**config.mk**
```make
export PLATFORM = sky130hd
export DESIGN_NAME = avalon_mm_host_port
export DESIGN_NICKNAME = d
export VERILOG_FILES = /design/src/rtl/avalon_mm_host_port.sv
export SDC_FILE = /design/constraint.sdc
export NUM_CORES = 1
export LEC_CHECK = 0
export CORE_UTILIZATION = 44
export DETAILED_ROUTE_END_ITERATION = 7
export GPL_ROUTABILITY_DRIVEN = 0
export HOLD_SLACK_MARGIN = 0.1
export PLACE_DENSITY = 0.85
export SLEW_MARGIN = 30
export SYNTH_ARGS = -nofsm -noshare
export SYNTH_HDL_FRONTEND = slang
export SYNTH_SLANG_ARGS = --single-unit
```
**constraint.sdc**
```tcl
create_clock -name clk -period 4.51 [get_ports clk]
set_input_delay 0.902 -clock clk [delete_from_list [all_inputs] [get_ports clk]]
set_output_delay 0.902 -clock clk [all_outputs]
set_load 0.1 [all_outputs]
```
**src/rtl/avalon_mm_host_port.sv**
```systemverilog
// avalon_mm_host_port: single-outstanding Avalon-MM host with waitrequest, optional readdatavalid and stall timeout
module avalon_mm_host_port #(
    parameter int ADDR_W = 32,
    parameter int DATA_W = 32,
    parameter int USE_READDATAVALID = 0,
    parameter int TIMEOUT = 255,
    localparam int BE_W = DATA_W / 8
) (
    input  logic              clk,
    input  logic              resetn,
    input  logic              cmd_valid,
    output logic              cmd_ready,
    input  logic              cmd_write,
    input  logic [ADDR_W-1:0] cmd_addr,
    input  logic [DATA_W-1:0] cmd_wdata,
    input  logic [BE_W-1:0]   cmd_byteenable,
    output logic              rsp_valid,
    output logic [DATA_W-1:0] rsp_rdata,
    output logic              rsp_error,
    output logic [ADDR_W-1:0] avm_address,
    output logic              avm_read,
    output logic              avm_write,
    output logic [DATA_W-1:0] avm_writedata,
    output logic [BE_W-1:0]   avm_byteenable,
    input  logic              avm_waitrequest,
    input  logic [DATA_W-1:0] avm_readdata,
    input  logic              avm_readdatavalid
);
    localparam int CNT_W = (TIMEOUT > 0) ? $clog2(TIMEOUT + 1) : 1;

    typedef enum logic [1:0] {IDLE, XFER, RD_WAIT} state_t;

    state_t            state, state_n;
    logic [CNT_W-1:0]  cnt, cnt_n;
    logic [ADDR_W-1:0] address_n;
    logic              read_n, write_n, rsp_valid_n, rsp_error_n;
    logic [DATA_W-1:0] writedata_n, rsp_rdata_n;
    logic [BE_W-1:0]   byteenable_n;
    logic              expired;

    assign cmd_ready = (state == IDLE);
    assign expired   = (TIMEOUT != 0) && (cnt == CNT_W'(TIMEOUT));

    // Next-state and next-output logic; completion is tested before the timeout so it wins a tie
    always_comb begin
        state_n      = state;
        cnt_n        = cnt;
        address_n    = avm_address;
        read_n       = avm_read;
        write_n      = avm_write;
        writedata_n  = avm_writedata;
        byteenable_n = avm_byteenable;
        rsp_valid_n  = 1'b0;
        rsp_rdata_n  = rsp_rdata;
        rsp_error_n  = rsp_error;
        case (state)
            IDLE: if (cmd_valid) begin
                state_n      = XFER;
                cnt_n        = '0;
                address_n    = cmd_addr;
                writedata_n  = cmd_wdata;
                byteenable_n = cmd_byteenable;
                write_n      = cmd_write;
                read_n       = ~cmd_write;
            end
            XFER: if (!avm_waitrequest) begin
                read_n  = 1'b0;
                write_n = 1'b0;
                if (avm_read && USE_READDATAVALID != 0) begin
                    state_n = RD_WAIT;
                    cnt_n   = '0;
                end else begin
                    state_n     = IDLE;
                    rsp_valid_n = 1'b1;
                    rsp_error_n = 1'b0;
                    rsp_rdata_n = avm_read ? avm_readdata : '0;
                end
            end else if (expired) begin
                state_n     = IDLE;
                read_n      = 1'b0;
                write_n     = 1'b0;
                rsp_valid_n = 1'b1;
                rsp_error_n = 1'b1;
                rsp_rdata_n = '0;
            end else begin
                cnt_n = cnt + 1'b1;
            end
            RD_WAIT: if (avm_readdatavalid) begin
                state_n     = IDLE;
                rsp_valid_n = 1'b1;
                rsp_error_n = 1'b0;
                rsp_rdata_n = avm_readdata;
            end else if (expired) begin
                state_n     = IDLE;
                rsp_valid_n = 1'b1;
                rsp_error_n = 1'b1;
                rsp_rdata_n = '0;
            end else begin
                cnt_n = cnt + 1'b1;
            end
            default: state_n = IDLE;
        endcase
    end

    // State, counter and all registered bus/response outputs; reset drops any in-flight transfer
    always_ff @(posedge clk or negedge resetn) begin
        if (!resetn) begin
            state          <= IDLE;
            cnt            <= '0;
            avm_address    <= '0;
            avm_read       <= 1'b0;
            avm_write      <= 1'b0;
            avm_writedata  <= '0;
            avm_byteenable <= '0;
            rsp_valid      <= 1'b0;
            rsp_rdata      <= '0;
            rsp_error      <= 1'b0;
        end else begin
            state          <= state_n;
            cnt            <= cnt_n;
            avm_address    <= address_n;
            avm_read       <= read_n;
            avm_write      <= write_n;
            avm_writedata  <= writedata_n;
            avm_byteenable <= byteenable_n;
            rsp_valid      <= rsp_valid_n;
            rsp_rdata      <= rsp_rdata_n;
            rsp_error      <= rsp_error_n;
        end
    end
endmodule

```
# ---- After elaboration in Yosys (flattened, before gate mapping)
# Cells that the tools add are included.
dict set report op_classes {
  addsub 1
  n_eq_ne 7
  muxes 29
  bitwise_logic 1
  reduce_logical 7
}
# operator n
set op_table {}
lappend op_table {{$mux 32} 4}
lappend op_table {{$pmux 32 s2} 1}
lappend op_table {{$mux 8} 4}
lappend op_table {{$pmux 8 s3} 1}
lappend op_table {{$mux 1} 10}
lappend op_table {{$add 8x1->8 const B} 1}
lappend op_table {{$eq 8x8->1 const B} 1}
lappend op_table {{$mux 2} 4}
lappend op_table {{$pmux 1 s2} 4}
lappend op_table {{$ne 2x2->1 const B} 3}
lappend op_table {{$pmux 2 s3} 1}
lappend op_table {{$reduce_and 4->1} 1}
lappend op_table {{$reduce_bool 2->1} 2}
lappend op_table {{$ne 3x3->1 const B} 1}
lappend op_table {{$reduce_and 3->1} 1}
lappend op_table {{$reduce_bool 3->1} 1}
lappend op_table {{$eq 2x1->1 const B} 1}
lappend op_table {{$eq 2x2->1 const B} 1}
lappend op_table {{$logic_not 2->1} 1}
lappend op_table {{$reduce_and 2->1} 1}
lappend op_table {{$not 1->1} 1}
dict set report totals {
  register_bits 114
  in_bits 106
  out_inout_bits 105
  elab_cells 55
}

# ---- Longest topological paths before layout
# Gate-level depths: netlist (run 1).
dict set report logic_depth {
  depth_word 4
  mapped_depth 7
  mapped_depth_nobuf 6
}

# ---- Worst setup path before layout (run 1)
# Ideal clock, no wire load.
dict set report synth_timing {
  kind {register to register}
  startpoint {reg state[0]}
  endpoint {reg cnt[0]}
  arrival_ps 2396
  setup_slack_ps 1989
  stages_incl_launch_ff 7
  path_buffers 0
  cell_sequence {dfrtp_1 -> inv_1 -> ha_1 -> nor3_1 -> a221o_1 -> nor3_1 -> mux2_2}
}
dict set report synth_via {
  elab_chain_cells 3
}
# item line_no
set synth_rtl {}
lappend synth_rtl {{start: declaration} 33} ;# state_t state, state_n;
lappend synth_rtl {{start signal: assignment} 119} ;# state <= state_n;
lappend synth_rtl {{$logic_not 2->1 (*)} --}
lappend synth_rtl {{net cmd_ready} 12} ;# output logic cmd_ready,
lappend synth_rtl {{$ne 2x2->1 (no line) or $reduce_bool 3->1 (tied branches)} --}
lappend synth_rtl {{$reduce_and 4->1 (no line)} --}
lappend synth_rtl {{end signal: assignment} 120} ;# cnt <= cnt_n;
lappend synth_rtl {{end: declaration} 34} ;# logic [CNT_W-1:0] cnt, cnt_n;
# Mark *: on every way through the listed nets, which the timed path passes. The rest lies on a longest branch.
# A chain may end at the register's enable or synchronous reset.

# ---- Final worst setup path (run 1)
dict set report layout_timing {
  startpoint {reg state[0]}
  endpoint {out cmd_ready}
}
dict set report layout_via {
  elab_chain_cells 1
}
# item line_no
set layout_rtl {}
lappend layout_rtl {{$logic_not 2->1} 41} ;# assign cmd_ready = (state == IDLE);
lappend layout_rtl {{end: declaration} 12}
# Every way passes these cells.

==> results of run 1 <==
==> sequential cells by signal (all words and copies together) (netlist names) <==
register        flops
avm_address        32
avm_writedata      32
rsp_rdata          32
cnt                 8
avm_byteenable      4
state               2
avm_read            1
avm_write           1
rsp_error           1
rsp_valid           1
==> worst reg2reg max path: stages (launching register included) <==
cell and delay, ns:
dfrtp_1 0.39, inv_1 0.08, ha_1 0.28, nand2_2 0.27
buf_4 0.65, mux2_2 0.45
==> metrics by stage <==
| step | area [sq um] | util, % | setup WS (ns) |
|---|---|---|---|
| floorplan | 4490 | - | 1.99 |
| global placement | 6730 | 68.5 | 1.67 |
| detailed placement | 6740 | 68.6 | 1.62 |
| CTS | 7340 | 74.7 | 1.09 |
| global route | 7340 | 74.7 | 1.02 |
| finish | 7340 | 74.7 | 1.14 |
==> metal layers <==
metal | track usage, % | vias to the layer above | routed length (um)
met5 | 0 | - | 0
met3 | 8.34 | 20 | 1010
met1 | 26.1 | 1632 | 4550
li1 | - | 1586 | -
met2 | 36.7 | 155 | 5700
met4 | 9.43 | 0 | 229
==> logic make-up (layout without fill, tap and decap cells) <==
family / Yosys count / count (layout) / synth area share, %
AND/OR/NAND/NOR: 34 / 34 / 4.43
flip-flops: 114 / 114 / 63.6
multiplexers: 72 / 72 / 18.0
adder cells (fa/ha/maj): 5 / 5 / 1.39
buffers and inverters: 22 / 252 / 1.95
AO/OA/AOI/OAI: 63 / 63 / 10.7
==> cells in the final DEF (no fill, tap or decap), types with 2 or more instances in the layout <==
cell	synthesis	layout
a21oi_1	9	9
a22o_1	32	32
and2_1	2	2
and3_1	2	2
buf_4	0	3
bufinv_16	0	3
clkbuf_16	0	16
clkbuf_8	0	5
clkdlybuf4s50_1	0	209
clkinv_2	0	5
clkinvlp_4	0	2
dfrtp_1	114	114
ha_1	5	5
inv_1	7	7
mux2_2	69	69
mux2i_1	3	3
nand2_1	6	5
nand2b_1	2	2
nand3_1	2	2
nor2_1	6	6
nor2b_1	2	2
nor3_1	2	2
o2111ai_1	2	2
o21ai_0	7	7
o2bb2ai_1	3	3
o31ai_1	5	5
or4_1	4	4
==> cell type report <==
type	count	share of cell area [%]
Sequential cell	114	38.9
Timing Repair Buffer	213	29.0
Multi-Input combinational cell	174	21.3
Clock buffer	22	6.44
Tap cell	133	2.27
Clock inverter	10	1.77
Inverter	7	0.358
==> path summary, 6_finish.rpt <==
| check | end | slack [ns] | from |
|---|---|---|---|
| min in group clk | avm_address[28]$_DFFE_PN0P_ | 0.50 | avm_address[28]$_DFFE_PN0P_ |
| setup / recovery | cmd_ready | 1.14 | state[0]$_DFFE_PN0P_ |
| max in group asynchronous | rsp_rdata[15]$_DFFE_PN0P_ | 3.17 | resetn |
| setup reg to reg | avm_writedata[29]$_DFFE_PN0P_ | 2.28 | state[0]$_DFFE_PN0P_ |
| hold reg to reg | avm_address[28]$_DFFE_PN0P_ | 0.50 | avm_address[28]$_DFFE_PN0P_ |
| hold / removal | avm_address[11]$_DFFE_PN0P_ | 0.46 | resetn |
==> flow_metrics.env, run 1 <==
export IMPL_final_antenna_net_count=0
export IMPL_cts_root_buf="clkbuf_8"
export IMPL_crit_slowest_cell="clkdlybuf4s50_1"
export IMPL_path_class="flip-flop to primary output"
export IMPL_cp_required_ns=3.61
export IMPL_synth_area_leader_cell="dfrtp_1"
export IMPL_yosysWarnings=0
export IMPL_port_buffers=210
export IMPL_cts_made_buffers=17
export IMPL_cp_num_cells=3
export IMPL_synthesis_nets=421
export IMPL_wl_per_cell_um=17.1
export IMPL_nets=638
export IMPL_relSlewSlack_pct=31.6
export IMPL_startpoint_type="flip-flop"
export IMPL_period_share_pct=74.7
export IMPL_dp_hpwl_um=8050
export IMPL_path_cells="inv_1 > ha_1 > clkdlybuf4s50_1"
export IMPL_arrival_ns=2.47
export IMPL_synth_cells=310
export IMPL_vias_per_cell=5.04
export IMPL_max_cap_violations=0
export IMPL_tritoncts="yes"
export IMPL_rows=36
export IMPL_status="finished, final reports clean"
export IMPL_htreeDepth=4
export IMPL_critical_path_peak_fanout=6
export IMPL_clock_latency_ns=0.50
export IMPL_ys_ff_latch=114
export IMPL_setup_violations=0
export IMPL_skew_ns=0.00642
export IMPL_antenna_found_initial=0
export IMPL_end_kind="primary output"
export IMPL_r2r_cells=5
export IMPL_die_area_sq_um=10600
export IMPL_netlist_area_sq_um=4490
export IMPL_ioPinCount=211
export IMPL_synth_top_area_share_pct=63.6
export IMPL_synth_distinct_cells=34
export IMPL_overflow=0
export IMPL_area_delta_synth_final_pct=63.5
export IMPL_cpPeakStageDelay_ns=1.19
export IMPL_tns_ns=0
export IMPL_final_cells=673
export IMPL_tightest_slew_ns=1.02
export IMPL_grt_first_pass_wirelength_um=17400
export IMPL_finalHoldViolations=0
export IMPL_postCtsResizedCells=0
export IMPL_coreArea_sq_um=9820
export IMPL_synth_ff_type="dfrtp_1"
export IMPL_wirelength_um=11500
export IMPL_clkTransAtPathRegs_ns=0.05
export IMPL_synth_edff_count=0
export IMPL_track_usage_pct=22.2
export IMPL_fill_cells=655
export IMPL_rsz0062_at_grt="no"
export IMPL_timing_fmax_mhz=297
export IMPL_grt_max_degree=91
export IMPL_crit_family="buffers and inverters"
export IMPL_drive_gt1_share_pct=20.4
export IMPL_firstDrtPassIters=4
export IMPL_post_cts_buffers=0
export IMPL_dieHeight_um=103
export IMPL_yosysMostFrequentCell="dfrtp_1"
export IMPL_synth_area_leaders="dfrtp_1 (64%), mux2_2 (17%), a22o_1 (6.2%)"
export IMPL_place_inst=641
export IMPL_ys_seq_area_share_pct=63.6
export IMPL_ctsHoldBuffers=0
export IMPL_async_flop_share_pct=100
export IMPL_start_util_pct=45.7
export IMPL_multi_input_area_sq_um=1570
export IMPL_clockBufferDepth=2
export IMPL_synth_common_cells="dfrtp_1 (114), mux2_2 (69), a22o_1 (32)"
export IMPL_post_route_min_period_ns=3.37
export IMPL_avgSynthCellArea_sq_um=14.5
export IMPL_regArea_sq_um=2850
export IMPL_hp_class="primary input to asynchronous set/reset pin"
export IMPL_maxSlewViolCount=0
export IMPL_drtIter0Drc=89
export IMPL_path_buf_inv=2
export IMPL_drc_errors=0
export IMPL_num_vias=3393
export IMPL_grt_pass1_vias=3478
export IMPL_clock_sinks=114
export IMPL_die_w_um=103
export IMPL_antennaDiodeCount=0
export IMPL_timing_hold_ws_ns=0.462
Power of run 1 is left out: the tool's default activity adds up to more than one toggle a clock period on the data nets, which glitch-free logic cannot reach.
==> run 2, diff against run 1 <==
Settings changed: CORE_UTILIZATION 44 to 41, PLACE_DENSITY 0.85 to 0.8.
Clock period 4.51 ns to 3.27 ns, I/O delays scaled along.
==> run 2 against run 1 <==
  * Clock skew is essentially flat
  * Highest routed layer unchanged
  * Worst setup slack worse by 0.25 ns
  * Count of clock-buffer cells in the layout decreased by 2
  * Largest cell class unchanged
==> flow_metrics.env, run 2 (synthesized netlist as in run 1, its figures left out) <==
export IMPL_tightest_slew_ns=0.628
export IMPL_grt_max_degree=115
export IMPL_tritoncts="yes"
export IMPL_dp_hpwl_um=7820
export IMPL_final_cells=678
export IMPL_vias_per_cell=5.06
export IMPL_clock_latency_ns=0.51
export IMPL_clockBufferDepth=2
export IMPL_arrival_ns=1.73
export IMPL_final_cell_mix="dfrtp_1 (114), buf_4 (109), clkdlybuf4s50_1 (104)"
export IMPL_cp_required_ns=2.62
export IMPL_clkTransAtPathRegs_ns=0.06
export IMPL_drtIter0Drc=137
export IMPL_period_share_pct=72.9
export IMPL_rsz0062_at_grt="no"
export IMPL_overflow=0
export IMPL_critical_path_peak_fanout=6
export IMPL_wl_per_cell_um=16.6
export IMPL_finalHoldViolations=0
export IMPL_ioPinCount=211
export IMPL_skew_ns=0.00643
export IMPL_die_area_sq_um=11400
export IMPL_cts_made_buffers=17
export IMPL_final_antenna_net_count=0
export IMPL_start_util_pct=42.9
export IMPL_relSlewSlack_pct=58.0
export IMPL_tns_ns=0
export IMPL_num_vias=3431
export IMPL_area_delta_synth_final_pct=59.1
export IMPL_firstDrtPassIters=5
export IMPL_htreeDepth=4
export IMPL_coreArea_sq_um=10500
export IMPL_cts_root_buf="clkbuf_8"
export IMPL_end_kind="primary output"
export IMPL_final_area_sq_um=7140
export IMPL_startpoint_type="flip-flop"
export IMPL_drive_gt1_share_pct=40.2
export IMPL_drc_errors=0
export IMPL_final_common_cell="dfrtp_1"
export IMPL_antennaDiodeCount=0
export IMPL_track_usage_pct=20.6
export IMPL_status="finished, final reports clean"
export IMPL_dieHeight_um=107
export IMPL_grt_first_pass_wirelength_um=17900
export IMPL_maxSlewViolCount=0
export IMPL_clock_sinks=114
export IMPL_ctsHoldBuffers=0
export IMPL_path_class="flip-flop to primary output"
export IMPL_grt_pass1_vias=3681
export IMPL_top_regs="avm_address: 32 flops, avm_writedata: 32 flops, rsp_rdata: 32 flops"
export IMPL_die_w_um=107
export IMPL_timing_fmax_mhz=419
export IMPL_antenna_found_initial=0
export IMPL_wirelength_um=11300
export IMPL_post_route_min_period_ns=2.38
export IMPL_postCtsResizedCells=0
export IMPL_post_cts_buffers=0
export IMPL_fill_cells=753
export IMPL_rows=37
export IMPL_setup_violations=0
export IMPL_max_cap_violations=0
export IMPL_nets=640
export IMPL_port_buffers=210
export IMPL_place_inst=646
export IMPL_hp_class="primary input to asynchronous set/reset pin"
export IMPL_placed_area_sq_um=6510
## run 2: cell count changes in the layout (fill, tap and decap cells not counted)
cell             before  now
o21ai_4               1    0
clkbuf_1              1    0
buf_6                 1    0
clkinvlp_4            2    5
buf_4                 3  109
o21ai_2               0    1
clkbuf_8              5    4
bufinv_16             3    4
buf_12                0    2
clkinv_4              0    2
clkdlybuf4s50_1     209  104
clkinv_2              5    1
## run 2: layout make-up
| type | count | area, sq um | area share [%] |
|---|---|---|---|
| well taps | 136 | 170 | 2.38 |
| flip-flops and latches | 114 | 2850 | 39.9 |
| repair buffers | 215 | 1900 | 26.6 |
| multi-input cells | 174 | 1560 | 21.8 |
| clock inverters | 12 | 180 | 2.52 |
| clock buffers | 20 | 455 | 6.38 |
| inverters | 7 | 26.3 | 0.368 |
## run 2: through the flow
stage / util [%] / hold WS [ns] / worst slack (ns)
detailed placement: 62.2 / 0.492 / 0.631
floorplan: - / 0.358 / 0.749
finish: 68.3 / 0.220 / 0.885
global route: 68.3 / 0.247 / 0.812
CTS: 68.3 / 0.251 / 0.889
global placement: 62.2 / 0.488 / 0.709
## run 2: worst paths after layout
kind	end	cells past startpoint	slack (ns)	startpoint
worst max-delay path	cmd_ready	3	0.89	state[1]$_DFFE_PN0P_
worst min-delay path	rsp_rdata[29]$_DFFE_PN0P_	2	0.22	resetn
worst max register to register	cnt[0]$_DFFE_PN0P_	6	1.00	state[1]$_DFFE_PN0P_
worst min register to register	avm_address[25]$_DFFE_PN0P_	1	0.51	avm_address[25]$_DFFE_PN0P_
max in group asynchronous	avm_address[4]$_DFFE_PN0P_	2	2.60	resetn
min in group clk	avm_address[25]$_DFFE_PN0P_	1	0.51	avm_address[25]$_DFFE_PN0P_
## run 2: worst max-delay path, stage by stage, from the launching register on
cell,delay (ns)
dfrtp_1,0.41
inv_1,0.11
ha_1,0.34
buf_4,0.36
## run 2: metal layers
metal  up-vias  GRT usage, %  part of all wire [%]
met4         0          9.88                   2.6
met3        26          7.11                   8.3
met1      1675          23.2                    39
met2       146          34.7                    50
met5         -             0                     0
li1       1584             -                     -
Power of run 2 is left out for the same reason.
